[config.mk]
export PLATFORM = sky130hd
export DESIGN_NAME = fifo_bit_packer
export DESIGN_NICKNAME = d
export VERILOG_FILES = /design/src/rtl/fifo_bit_packer_pkg.sv /design/src/rtl/fifo_shift_packer.sv /design/src/rtl/fifo_bit_packer.sv
export SDC_FILE = /design/constraint.sdc
export NUM_CORES = 1
export LEC_CHECK = 0
export BUFFER_PORTS_ARGS = -buffer_cell sky130_fd_sc_hd__buf_2
export CAP_MARGIN = 0
export CORE_MARGIN = 3
export CORE_UTILIZATION = 52
export CTS_CLUSTER_DIAMETER = 30
export DETAILED_ROUTE_END_ITERATION = 6
export PLACE_DENSITY = 0.87
export SLEW_MARGIN = 40
export SYNTH_ARGS = -nofsm -noshare
export SYNTH_HDL_FRONTEND = slang
export SYNTH_SLANG_ARGS = --single-unit
[constraint.sdc]
create_clock -name rd_clk -period 1.4 [get_ports rd_clk]
set_input_delay 0.07 -clock rd_clk [delete_from_list [all_inputs] [get_ports rd_clk]]
set_output_delay 0.07 -clock rd_clk [all_outputs]
set_load 0.02 [all_outputs]
[src/rtl/fifo_bit_packer_pkg.sv]
`default_nettype none
// ============================================================================
// Module      : fifo_bit_packer_pkg
// Description : Shared types and helpers for the FIFO bit packer:
//               the FILL/HOLD state encoding, a clog2 helper for sizing
//               counters, and default beat and word dimensions.
// Revision    : 1.0 - initial release
// ============================================================================
package fifo_bit_packer_pkg;

  typedef enum logic {
    ST_FILL = 1'b0,
    ST_HOLD = 1'b1
  } state_e;

  localparam int DEFAULT_DATA_WIDTH = 1;
  localparam int DEFAULT_WORD_BEATS = 8;

  // Ceiling log2; returns 0 for values of 0 or 1.
  function automatic int clog2(input int value);
    int w;
    int v;
    w = 0;
    v = value - 1;
    while (v > 0) begin
      w = w + 1;
      v = v >> 1;
    end
    return w;
  endfunction

  // A counter that must reach 'beats' inclusive needs clog2(beats+1) bits.
  function automatic int cnt_width(input int beats);
    int w;
    w = clog2(beats + 1);
    return (w < 1) ? 1 : w;
  endfunction

endpackage
`default_nettype wire

[src/rtl/fifo_shift_packer.sv]
`default_nettype none
// ============================================================================
// Module      : fifo_shift_packer
// Description : Slot-indexed register array. On load, one beat is written
//               into the slot selected by slot_i, and the other slots hold
//               their values. Clear zeroes the whole word.
//               When FIFO_PACKER_PARITY_EN is defined, an even-parity bit is
//               registered together with the word.
// Revision    : 1.0 - initial release
// ============================================================================
module fifo_shift_packer
  import fifo_bit_packer_pkg::*;
#(
  parameter int DATA_WIDTH = DEFAULT_DATA_WIDTH,
  parameter int WORD_BEATS = DEFAULT_WORD_BEATS,
  parameter int IDX_W      = cnt_width(DEFAULT_WORD_BEATS)
) (
  input  logic                             clk_i,
  input  logic                             rst_ni,
  input  logic                             clear_i,
  input  logic                             load_i,
  input  logic [IDX_W-1:0]                 slot_i,
  input  logic [DATA_WIDTH-1:0]            beat_i,
  output logic [DATA_WIDTH*WORD_BEATS-1:0] data_o
`ifdef FIFO_PACKER_PARITY_EN
  ,
  output logic                             parity_o
`endif
);

  localparam int OUT_W = DATA_WIDTH * WORD_BEATS;

  logic [OUT_W-1:0]      data_q;
  logic [OUT_W-1:0]      data_d;
  logic [WORD_BEATS-1:0] w_slot_hit;

  // Per-slot next value: clear wins, then a load aimed at this slot, else hold.
  generate
    for (genvar g = 0; g < WORD_BEATS; g++) begin : g_slot
      assign w_slot_hit[g] = load_i && (slot_i == IDX_W'(g));
      assign data_d[g*DATA_WIDTH +: DATA_WIDTH] =
        clear_i       ? {DATA_WIDTH{1'b0}} :
        w_slot_hit[g] ? beat_i             :
                        data_q[g*DATA_WIDTH +: DATA_WIDTH];
    end
  endgenerate

  // Word register.
  always_ff @(posedge clk_i or negedge rst_ni) begin
    if (!rst_ni) begin
      data_q <= '0;
    end else begin
      data_q <= data_d;
    end
  end

  assign data_o = data_q;

`ifdef FIFO_PACKER_PARITY_EN
  logic parity_q;

  // Parity is computed from the next word, so it changes in the same cycle as data_q.
  always_ff @(posedge clk_i or negedge rst_ni) begin
    if (!rst_ni) begin
      parity_q <= 1'b0;
    end else begin
      parity_q <= ^data_d;
    end
  end

  assign parity_o = parity_q;
`endif

endmodule
`default_nettype wire

[src/rtl/fifo_bit_packer.sv]
`default_nettype none
// ============================================================================
// Module      : fifo_bit_packer
// Description : Reads DATA_WIDTH-bit beats from the FIFO read port and packs
//               WORD_BEATS beats LSB-first into one word. The word is
//               presented on a valid/ready handshake.
//               Optional feature macro: FIFO_PACKER_PARITY_EN adds the
//               out_parity output (even parity of out_data).
// Revision    : 1.0 - initial release
// ============================================================================
module fifo_bit_packer
  import fifo_bit_packer_pkg::*;
#(
  parameter int DATA_WIDTH = DEFAULT_DATA_WIDTH,
  parameter int WORD_BEATS = DEFAULT_WORD_BEATS,
  localparam int OUT_W     = DATA_WIDTH * WORD_BEATS,
  localparam int CNT_W     = cnt_width(WORD_BEATS)
) (
  input  logic                  rd_clk,
  input  logic                  reset_n,
  input  logic [DATA_WIDTH-1:0] fifo_rd_data,
  input  logic                  fifo_empty,
  output logic                  fifo_rd_en,
  output logic [OUT_W-1:0]      out_data,
  output logic                  out_valid,
  input  logic                  out_ready,
`ifdef FIFO_PACKER_PARITY_EN
  output logic                  out_parity,
`endif
  output logic [CNT_W-1:0]      beat_count
);

  localparam logic [CNT_W-1:0] c_beats = CNT_W'(WORD_BEATS);
  localparam logic [CNT_W-1:0] c_last  = CNT_W'(WORD_BEATS - 1);

  state_e           state_q;
  logic [CNT_W-1:0] issued_q;
  logic [CNT_W-1:0] beat_count_q;
  logic             pending_q;
  logic             out_valid_q;

  logic             w_rd_en;
  logic             w_load;
  logic             w_accept;

  // A pop is issued only while filling, only if the FIFO has data, and at most
  // WORD_BEATS times per word. The issued counter prevents over-reading the FIFO.
  assign w_rd_en  = (state_q == ST_FILL) && !fifo_empty && (issued_q < c_beats);
  // A pop issued last cycle returns its data this cycle.
  assign w_load   = (state_q == ST_FILL) && pending_q;
  assign w_accept = (state_q == ST_HOLD) && out_valid_q && out_ready;

  // Control FSM: pop/capture bookkeeping while filling, and the handshake while holding.
  always_ff @(posedge rd_clk or negedge reset_n) begin
    if (!reset_n) begin
      state_q      <= ST_FILL;
      issued_q     <= '0;
      pending_q    <= 1'b0;
      beat_count_q <= '0;
      out_valid_q  <= 1'b0;
    end else begin
      pending_q <= w_rd_en;
      if (w_rd_en) begin
        issued_q <= issued_q + 1'b1;
      end
      case (state_q)
        ST_FILL: begin
          if (pending_q) begin
            beat_count_q <= beat_count_q + 1'b1;
            if (beat_count_q == c_last) begin
              state_q     <= ST_HOLD;
              out_valid_q <= 1'b1;
            end
          end
        end
        ST_HOLD: begin
          if (w_accept) begin
            state_q      <= ST_FILL;
            out_valid_q  <= 1'b0;
            beat_count_q <= '0;
            issued_q     <= '0;
          end
        end
        default: begin
          state_q <= ST_FILL;
        end
      endcase
    end
  end

  fifo_shift_packer #(
    .DATA_WIDTH (DATA_WIDTH),
    .WORD_BEATS (WORD_BEATS),
    .IDX_W      (CNT_W)
  ) u_shift_packer (
    .clk_i    (rd_clk),
    .rst_ni   (reset_n),
    .clear_i  (w_accept),
    .load_i   (w_load),
    .slot_i   (beat_count_q),
    .beat_i   (fifo_rd_data),
`ifdef FIFO_PACKER_PARITY_EN
    .parity_o (out_parity),
`endif
    .data_o   (out_data)
  );

  assign fifo_rd_en = w_rd_en;
  assign out_valid  = out_valid_q;
  assign beat_count = beat_count_q;

endmodule
`default_nettype wire

Word-level counts from Yosys, hierarchy flattened
Cells that the tools add are included.

operators by class
  add/sub/neg operators = 2
  $mul = 0
  divide/modulo/power cells = 0
  $lt $le $gt $ge = 1
  equality and inequality tests = 10
  shifts and indexed selects = 0
  mux-type cells = 30
  bitwise logic cells = 1
  reduce and logical (&&, ||, !) cells = 25

operators with widths
  operator                                                number
  2-to-1 mux 1 bit                                        22
  2-to-1 mux 4 bit                                        5
  == test 4 x 3 -> 1 bit (second input constant)          4
  nonzero test 2 bit                                      8
  logical AND 1 bit                                       13
  adder 4 x 1 -> 4 bit (second input constant)            2
  == test 4 x 2 -> 1 bit (second input constant)          2
  one-hot mux 4 bit (2 select lines)                      1
  == test 4 x 1 -> 1 bit (second input constant)          1
  zero test 4 bit                                         1
  less-than comparator 4 bit (second input constant)      1
  inequality test 2 x 1 -> 1 bit (second input constant)  2
  one-hot mux 1 bit (2 select lines)                      2
  AND reduction 3 bit                                     1
  inequality test 2 bit (second input constant)           1
  AND reduction 2 bit                                     1
  zero test 1 bit                                         1
  inverter 1 bit                                          1

storage, ports and cells
  flip-flop bits (word level) = 19
  latch bits = 0
  bits in writable memories = 0
  ROM bits = 0
  bits of input ports = 5
  output and inout bits = 14
  word-level logic and storage cells = 82
  memories kept = 0

Longest topological paths before layout
  depth after elaboration = 6
  gate-level depth with buffers = 5
  depth with buffers taken out = 5

Modules after synthesis
From an unflattened synthesis, not the netlist that was laid out.

second synthesis, totals
  cell total of the unflattened synthesis = 81
  area, all modules = 943.4 µm²

by module, submodules not included
  module             instances  cells an instance  area an instance (µm²)
  fifo_bit_packer    1          42                 514.2
  fifo_shift_packer  1          39                 429.2

Least setup slack after synthesis
No wires, ideal clock.

  kind = flip-flop to flip-flop
  start point = register beat_count_q[2], in the netlist beat_count[2]
  end point = register u_shift_packer.data_q[0], in the netlist u_shift_packer.data_o[0]
  arrival time = 1265 ps
  required time = 1275 ps
  setup slack = 10 ps
  cell stages (with the launch flop) = 4
  path buffers = 0
  period minus slack after synthesis = 1390 ps
  cells stage by stage = dfrtp_1 -> or4b_4 -> o21ai_1 -> a21oi_1

between the ends
  longest elaborated chain between the ends = 3

RTL lines
  what                          RTL line                 RTL
  start, declared               fifo_bit_packer.sv:38    logic [CNT_W-1:0] beat_count_q;
  start signal, assigned        fifo_bit_packer.sv:69    beat_count_q <= beat_count_q + 1'b1;
  zero test 4 bit               fifo_shift_packer.sv:40  assign w_slot_hit[g] = load_i && (slot_i == IDX_W'(g));
  logical AND 1 bit             fifo_shift_packer.sv:40
  nonzero test 2 bit (no line)  -
  end signal, assigned          fifo_shift_packer.sv:53  data_q <= data_d;
  end, declared                 fifo_shift_packer.sv:33  logic [OUT_W-1:0] data_q;

Every way passes these cells.
A chain may end at the register's enable or synchronous reset.

Final worst setup path
  start point = register state_q
  end point = output fifo_rd_en

between the ends
  longest elaborated chain between the ends = 3

RTL lines
  what                             RTL line               RTL
  start, declared                  fifo_bit_packer.sv:36  state_e state_q;
  start signal, assigned           fifo_bit_packer.sv:56  state_q <= ST_FILL;
  start signal, assigned           fifo_bit_packer.sv:71  state_q <= ST_HOLD;
  start signal, assigned           fifo_bit_packer.sv:78  state_q <= ST_FILL;
  inverter 1 bit                   -
  logical AND 1 bit (2 in series)  fifo_bit_packer.sv:48  assign w_rd_en = (state_q == ST_FILL) && !fifo_empty && (issued_q < c_beats);
  end, declared                    fifo_bit_packer.sv:23  output logic fifo_rd_en,

Every way passes these cells.

==> results_dict.tcl <==
set metrics [dict create \
    status "finished clean" \
    synth_compound_area_frac 0.103 \
    maxCapViolCount 0 \
    ios 19 \
    p_int_uw 1400 \
    hold_path_class "primary input to register" \
    switching_share 0.436 \
    wl_per_cell_um 13.5 \
    hold_start "out_ready" \
    worstSetupEndpointType "output port" \
    chipHeight_um 48.5 \
    crit_buf_inv 2 \
    ir_drop_v 0.00142 \
    clk_path_buf_depth 2 \
    critPathMaxFanout 9 \
    power.share.clock 0.110 \
    start_kind "register" \
    ys_seq_area_frac 0.507 \
    antenna_left 0 \
    maxSlewViolCount 0 \
    final_core_util 0.702 \
    routed_wl_um 1880 \
    final_common_cell "dfrtp_1" \
    avgSynthCellArea_um2 10.3 \
    antenna_cells 0 \
    crit_top_cell "buf_4" \
    drtIter0Drc 15 \
    synth-seq-cells 19 \
    synth_nets 101 \
    min_period_ps 1320 \
    gp_congestion 0.829 \
    final_nets 126 \
    htreeDepth 1 \
    clkTransAtPathRegs_ps 110 \
    antenna_found_initial 0 \
    rrSetupSlack_ps 80 \
    via_count 725 \
    ys_types 25 \
    grt_pass1_vias 753 \
    drc_errors 0 \
    synth_simple_gate_area_frac 0.221 \
    p_leak_uw 0.000540 \
    rsz0062_at_grt "false" \
    critPathTopFamily "flip-flops" \
    dpl_cell_area_um2 1070 \
    viasPerCell 5.22 \
    period_share 0.942 \
    synth_xor_area_frac 0.0280 \
    finalSetupViolations 0 \
    setup_tns_ps 0 \
    dp_hpwl_um 1410 \
    final_area_um2 1120 \
    pwr-share-comb 0.474 \
    final_cell_mix "18 x dfrtp_1, 17 x buf_2, 9 x nand2_1, 9 x nand3_1, 8 x a21oi_1" \
    max_stage_delay_ps 420 \
    fp-row-count 14 \
    cts_buffers 3 \
    seqPwrFrac 0.416 \
    switchingPower_uw 1080 \
    core_um2 1590 \
    synthAdderAreaFrac 0.0667 \
    grt-ovfl-total 0 \
    finalClockSkew_ps 7.54 \
    numClockSinks 19 \
    r2r-end "u_shift_packer.data_o[0]" \
    critical_path_class "register to output port" \
    fillers 118 \
    area_growth_pct 19.2 \
    drive_gt1_frac 0.270 \
    grt_use_total 0.186 \
    clock_latency_ps 290 \
    syn_area_um2 938 \
    reg2reg_from "beat_count[2]" \
    cp_slowest_cell "dfrtp_1" \
    cts_tree "built" \
    fmax_mhz 758 \
    cp_cell_sequence "buf_4 > nor3_4 > buf_4" \
    hold_violations 0 \
    root_buffer "clkbuf_4" \
    whs_path_depth 4 \
    drt-pass1-iter-count 4 \
    tightestPinTransition_ps 426 \
    slew_headroom 0.716 \
    synth_top_family_by_area "simple AND/OR/NAND/NOR gates" \
    synth_warnings 0 \
    powerDensity_nw_per_um2 2220 \
    grt_pass1_wl_um 3440 \
    synthMuxAreaShare 0.0320 \
    r2r_cells 3 \
    crit_arrival_ps 1250 \
    die_x_um 48.5 \
    start_util 0.589 \
    portBuffers 18 \
    synth_cells 91 \
    die-area_um2 2350 \
    min_to "out_valid" \
    grt_max_degree 20 \
    crit_required_ps 1330 \
]
[per-stage QoR]
stage / power, µW / setup slack [ps] / hold slack [ps] / instances
3_3_place_gp: 2140 / 130 / 21.1 / 133
5_1_grt: 2720 / 2.11 / 76.5 / 139
2_1_floorplan: 1800 / 10.2 / -226 / 91
4_1_cts: 2500 / 79.6 / 54.6 / 139
6_report: 2480 / 81.3 / 47.6 / 139
3_5_place_dp: 2210 / 89.2 / 23.3 / 133
[worst register-to-register path, cell delays in order (launching register included)]
cell and delay [ps]:
dfrtp_1 420, or4b_4 570, o21ai_1 140, a21oi_1 80
[synth_stat cells]
cell type | n | area share
nor2_1 | 5 | 0.020
nor4b_2 | 2 | 0.032
ha_1 | 5 | 0.067
nand3_1 | 9 | 0.048
o21ai_1 | 4 | 0.021
dfrtp_1 | 19 | 0.51
or4b_4 | 1 | 0.015
mux2i_1 | 3 | 0.032
clkbuf_1 | 2 | 0.0080
nand2_1 | 9 | 0.036
nor2b_1 | 1 | 0.0067
xnor2_1 | 2 | 0.019
a41oi_1 | 1 | 0.0093
a21oi_1 | 8 | 0.043
nand3b_1 | 1 | 0.0080
o21ai_0 | 4 | 0.021
nor3_4 | 1 | 0.017
and4bb_1 | 1 | 0.013
xor2_1 | 1 | 0.0093
and3_1 | 1 | 0.0067
nand4bb_1 | 1 | 0.012
o31ai_1 | 1 | 0.0080
inv_1 | 6 | 0.024
nand4_1 | 1 | 0.0067
buf_2 | 2 | 0.011
[state kept, by name (all words and copies together) (netlist names)]
| register | cells |
|---|---|
| issued_q | 4 |
| out_valid | 1 |
| u_shift_packer.data_o | 8 |
| pending_q | 1 |
| beat_count | 4 |
| state_q | 1 |
[layer usage]
layer	up-vias	part of all wire	GRT usage	wire length, µm
met5	-	0	0	0
met1	331	0.45	0.242	850
met2	24	0.47	0.291	876
met4	0	0.025	0.0948	46
met3	7	0.054	0.0399	101
li1	363	-	-	-
[power by group through the flow]
stage          Clock [µW]  Combinational (µW)  Sequential (µW)
2_1_floorplan           0                 576             1220
5_1_grt               318                1320             1080
6_report              274                1180             1030
3_5_place_dp            0                1160             1050
4_1_cts               282                1190             1030
3_3_place_gp            0                1120             1020
[worst max path at each step]
stage,start,depth (start not counted),to,slack (ps)
2_1_floorplan,beat_count[2],3,u_shift_packer.data_o[0],10
6_report,state_q,3,fifo_rd_en,80
3_5_place_dp,beat_count[3],3,u_shift_packer.data_o[0],90
5_1_grt,beat_count[3],3,u_shift_packer.data_o[1],2
3_3_place_gp,beat_count[2],3,u_shift_packer.data_o[3],130
4_1_cts,state_q,3,fifo_rd_en,80
[repair_timing]
| item | 4_1_cts | 5_1_grt |
|---|---|---|
| hold buffers | 1 | 0 |
| gates resized for setup | 1 | 1 |
| endpoints found under the hold margin | 19 | 0 |
| endpoints found under the setup margin | 1 | 4 |
| setup buffers | 1 | 0 |
| pin swaps | 1 | 0 |
[cell families after synthesis]
kind of cell             after synthesis
adder cells (fa/ha/maj)                5
flip-flops                            19
AND/OR/NAND/NOR                       33
AO/OA/AOI/OAI                         18
buffers and inverters                 10
multiplexers                           3
XOR/XNOR                               3
[final cells by class]
type / count / area (µm²) / share of cell area
Tap cell: 24 / 30.0 / 0.0268
Inverter: 6 / 22.5 / 0.0201
Clock buffer: 4 / 26.3 / 0.0235
Sequential cell: 19 / 477 / 0.426
Timing Repair Buffer: 24 / 140 / 0.125
Multi-Input combinational cell: 62 / 423 / 0.378
Power figures use the tool's default switching activity.
